$ cat src/rtl/axis_stream_fifo.sv
// AXI4-Stream FIFO with first-word fall-through output,
// stored-beat count and stored-TLAST (packet) count.
module axis_stream_fifo #(
    parameter int DW    = 8,
    parameter int DEPTH = 16
) (
    input  logic                     ACLK,
    input  logic                     ARESETn,
    input  logic                     s_axis_tvalid,
    output logic                     s_axis_tready,
    input  logic [DW-1:0]            s_axis_tdata,
    input  logic                     s_axis_tlast,
    output logic                     m_axis_tvalid,
    input  logic                     m_axis_tready,
    output logic [DW-1:0]            m_axis_tdata,
    output logic                     m_axis_tlast,
    output logic [$clog2(DEPTH):0]   count,
    output logic [$clog2(DEPTH):0]   pkt_count
);

    localparam int          AW  = $clog2(DEPTH);
    localparam logic [AW:0] ONE = (AW+1)'(1);

    logic [DW:0] mem_q [DEPTH];

    logic [AW:0] wptr_q, wptr_d;
    logic [AW:0] rptr_q, rptr_d;
    logic [AW:0] cnt_q, cnt_d;
    logic [AW:0] pkt_q, pkt_d;
    logic        init_q;

    logic full, empty, wr, rd, pkt_inc, pkt_dec;

    // Pointers carry an extra wrap bit so full and empty are distinct.
    assign full  = (wptr_q[AW] != rptr_q[AW]) &&
                   (wptr_q[AW-1:0] == rptr_q[AW-1:0]);
    assign empty = (wptr_q == rptr_q);

    assign s_axis_tready = init_q & ~full;
    assign m_axis_tvalid = ~empty;

    assign wr      = s_axis_tvalid & s_axis_tready;
    assign rd      = m_axis_tvalid & m_axis_tready;
    assign pkt_inc = wr & s_axis_tlast;
    assign pkt_dec = rd & m_axis_tlast;

    assign {m_axis_tlast, m_axis_tdata} = mem_q[rptr_q[AW-1:0]];

    assign count     = cnt_q;
    assign pkt_count = pkt_q;

    always_comb begin
        wptr_d = wptr_q;
        rptr_d = rptr_q;
        cnt_d  = cnt_q;
        pkt_d  = pkt_q;
        if (wr) wptr_d = wptr_q + ONE;
        if (rd) rptr_d = rptr_q + ONE;
        unique case ({wr, rd})
            2'b10:   cnt_d = cnt_q + ONE;
            2'b01:   cnt_d = cnt_q - ONE;
            default: cnt_d = cnt_q;
        endcase
        unique case ({pkt_inc, pkt_dec})
            2'b10:   pkt_d = pkt_q + ONE;
            2'b01:   pkt_d = pkt_q - ONE;
            default: pkt_d = pkt_q;
        endcase
    end

    always_ff @(posedge ACLK or negedge ARESETn) begin
        if (!ARESETn) begin
            wptr_q <= '0;
            rptr_q <= '0;
            cnt_q  <= '0;
            pkt_q  <= '0;
            init_q <= 1'b0;
        end else begin
            wptr_q <= wptr_d;
            rptr_q <= rptr_d;
            cnt_q  <= cnt_d;
            pkt_q  <= pkt_d;
            init_q <= 1'b1;
        end
    end

    // Storage is not reset; the pointers alone define valid contents.
    always_ff @(posedge ACLK) begin
        if (wr) mem_q[wptr_q[AW-1:0]] <= {s_axis_tlast, s_axis_tdata};
    end

endmodule
$ cat config.mk
export PLATFORM = sky130hd
export DESIGN_NAME = axis_stream_fifo
export DESIGN_NICKNAME = d
export VERILOG_FILES = /design/src/rtl/axis_stream_fifo.sv
export SDC_FILE = /design/constraint.sdc
export NUM_CORES = 1
export LEC_CHECK = 0
export BUFFER_PORTS_ARGS = -buffer_cell sky130_fd_sc_hd__clkbuf_2
export CAP_MARGIN = 20
export CORE_MARGIN = 4
export CORE_UTILIZATION = 60
export DETAILED_ROUTE_END_ITERATION = 10
export PLACE_DENSITY_LB_ADDON = 0.08
export SYNTH_ARGS = -nofsm -noshare
export SYNTH_HDL_FRONTEND = slang
export SYNTH_SLANG_ARGS = --single-unit
$ cat constraint.sdc
create_clock -name ACLK -period 6.3 [get_ports ACLK]
set_input_delay 0.945 -clock ACLK [delete_from_list [all_inputs] [get_ports ACLK]]
set_output_delay 0.945 -clock ACLK [all_outputs]
set_load 0.02 [all_outputs]
==> results.cfg <==
[drt]
drc = 0
wirelength_um = 12500
routedWlPerCell_um = 22.2
detail_route.vias_per_cell = 6.07
firstDrtPassIters = 5
num_vias = 3410
ant_nets = 0
first_iter_violations = 210

[synthesis]
synth_edf_count = 144
post_synth_num_cell_types = 41
avgSynthCellArea_um2 = 18.9
syn_inst = 369
synth_top_flop_cell = edfxtp_1
async_reset_ff_share_pct = 12.7
ys_seq_elements = 165
syn_nets = 397
yosysWarnings = 0
syn_area_um2 = 6970
ys_seq_area_share_pct = 69.5

[die]
dieArea_um2 = 13400
fp.dieH_um = 116
rows = 39
initial_utilization_pct = 61.1
io-pin-count = 34
die-width_um = 116
coreArea_um2 = 11400

[cts]
cts_hold_buffers = 0
cts.reportedPaths.clkPinSlew_ns = 0.06
clock_path_buffers = 2
htree_num_levels = 4
cts_setup_buffers = 0
numCtsBuffers = 17
tritoncts = yes
cts_resized = 0
cts-root-buf = clkbuf_16
clkLatencyLatePin_ns = 0.42
clock-sinks = 165

[sta]
rsz0062_at_grt = no
max_freq_mhz = 239
finalSetupTns_ns = 0
min_period_ns = 4.18
worstMarginPinSlew_ns = 0.937
drv_slew = 0
hold_viol_final = 0
timing.final.crit_share_pct = 66.3
clock_skew_ns = 0.00864
slew_headroom_pct = 37.5
setup_viol = 0

[grt]
grt_overflow_total = 0
grt_pass1_wl_um = 19700
grt_max_degree = 40
track_usage_pct = 20.8
antenna_found_initial = 0
grt_pass1_vias = 3391

[critical_path]
crit_type = register to primary output
worstPathMaxFanout = 21
critPathLaunchType = register
worstPathArrival_ns = 3.23
crit_required_ns = 5.35
cp-end-kind = primary output

[cells_and_area]
diodes = 0
fin_nets = 434
drive_above_1_share_pct = 22.0
layout_common_cells = 144 x edfxtp_1, 33 x clkbuf_2, 20 x dfrtp_1, 19 x mux4_1
area_growth_pct = 11.1
final_common_cell = edfxtp_1

[placed_design]
port_buffers = 33
gp_congestion = 0.777
dp_hpwl_um = 7670

[pwr]
power.total_mw = 3.57
irDropWorstVdd_v = 0.000351
power.density_nw_per_um2 = 461
p_leak_nw = 2.82

[worst_hold_path]
hp-class = register to register

[run_status]
status = completed

[run]
cap_violations = 0
[stage by stage]
stage,instance area [um^2],hold slack (ns),util [%],instances,setup slack [ns]
3_5_place_dp,7190,0.467,63.0,530,2.24
4_1_cts,7750,0.479,67.8,562,2.12
3_3_place_gp,7190,0.462,63.0,530,2.31
5_1_grt,7750,0.508,67.8,562,1.95
2_1_floorplan,6970,0.460,-,369,3.00
6_report,7750,0.473,67.8,562,2.12
[sequential cells by signal, summed over array words and instances, names as in the netlist]
name / flops
count: 5
init_q: 1
mem_q: 144
pkt_count: 5
rptr_q: 5
wptr_q: 5
[synth_stat cells, drive strengths merged, types with 4 or more instances]
cell type	count	area share [%]
dfrtp	21	7.5
mux2i	9	1.3
inv	12	0.65
edfxtp	144	62
ha	13	2.3
nand2	11	0.63
a21oi	14	1.1
and3	16	1.4
o21ai	9	0.65
xnor2	11	1.4
mux4	36	13
xor2	10	1.3
a211oi	9	0.97
buf	12	1.5
nor2b	11	0.99
clkbuf	5	0.48
nand3	4	0.29
[worst paths after layout]
check / from / endpoint / slack, ns / cells past startpoint
worst max-delay path: rptr_q[0]$_DFFE_PN0P_ / m_axis_tdata[1] / 2.12 / 6
worst min-delay path: count[4]$_DFFE_PN0P_ / count[4]$_DFFE_PN0P_ / 0.47 / 1
worst max register to register: rptr_q[0]$_DFFE_PN0P_ / pkt_count[4]$_DFFE_PN0P_ / 2.23 / 12
worst min register to register: count[4]$_DFFE_PN0P_ / count[4]$_DFFE_PN0P_ / 0.47 / 1
max in group asynchronous: ARESETn / rptr_q[0]$_DFFE_PN0P_ / 5.41 / 1
min in group asynchronous: ARESETn / count[4]$_DFFE_PN0P_ / 0.50 / 1
[critical path, stage by stage (launching register included)]
cell      delay [ns]
dfrtp_2         0.79
buf_4           0.47
mux4_1          0.60
and2b_1         0.17
a211oi_1        0.41
a21oi_1         0.11
clkbuf_2        0.21
[cells by family after synthesis]
family / share of synthesized area [%]
adders and majority gates: 2.91
and+or+nand+nor: 4.83
other: 0.0538
DFF: 69.5
buffers and inverters: 2.92
xor gates and xnor gates: 2.64
AOI/OAI and AO/OA: 3.00
muxes: 14.1
[metal layers]
layer | track usage (%) | vias up | share of wire (%)
li1 | - | 1549 | -
met1 | 30.1 | 1735 | 44
met2 | 31.8 | 111 | 49
met3 | 5.64 | 15 | 5.6
met4 | 6.03 | 0 | 1.4
met5 | 0 | - | 0
[layout make-up]
type	count	area (um^2)
Sequential cell	165	4850
Fill cell	765	3670
Clock buffer	19	433
Tap cell	143	179
Inverter	12	45.0
Multi-Input combinational cell	173	1920
Clock inverter	13	124
Timing Repair Buffer	37	195
[where the power goes]
| group | leakage, nW | switching (mW) | total, mW | internal [mW] |
|---|---|---|---|---|
| registers | 1.55 | 0.165 | 1.47 | 1.31 |
| logic | 1.01 | 0.614 | 1.14 | 0.523 |
| clock network | 0.265 | 0.415 | 0.963 | 0.548 |
| total | 2.82 | 1.19 | 3.57 | 2.38 |
Power figures use the tool's default switching activity.
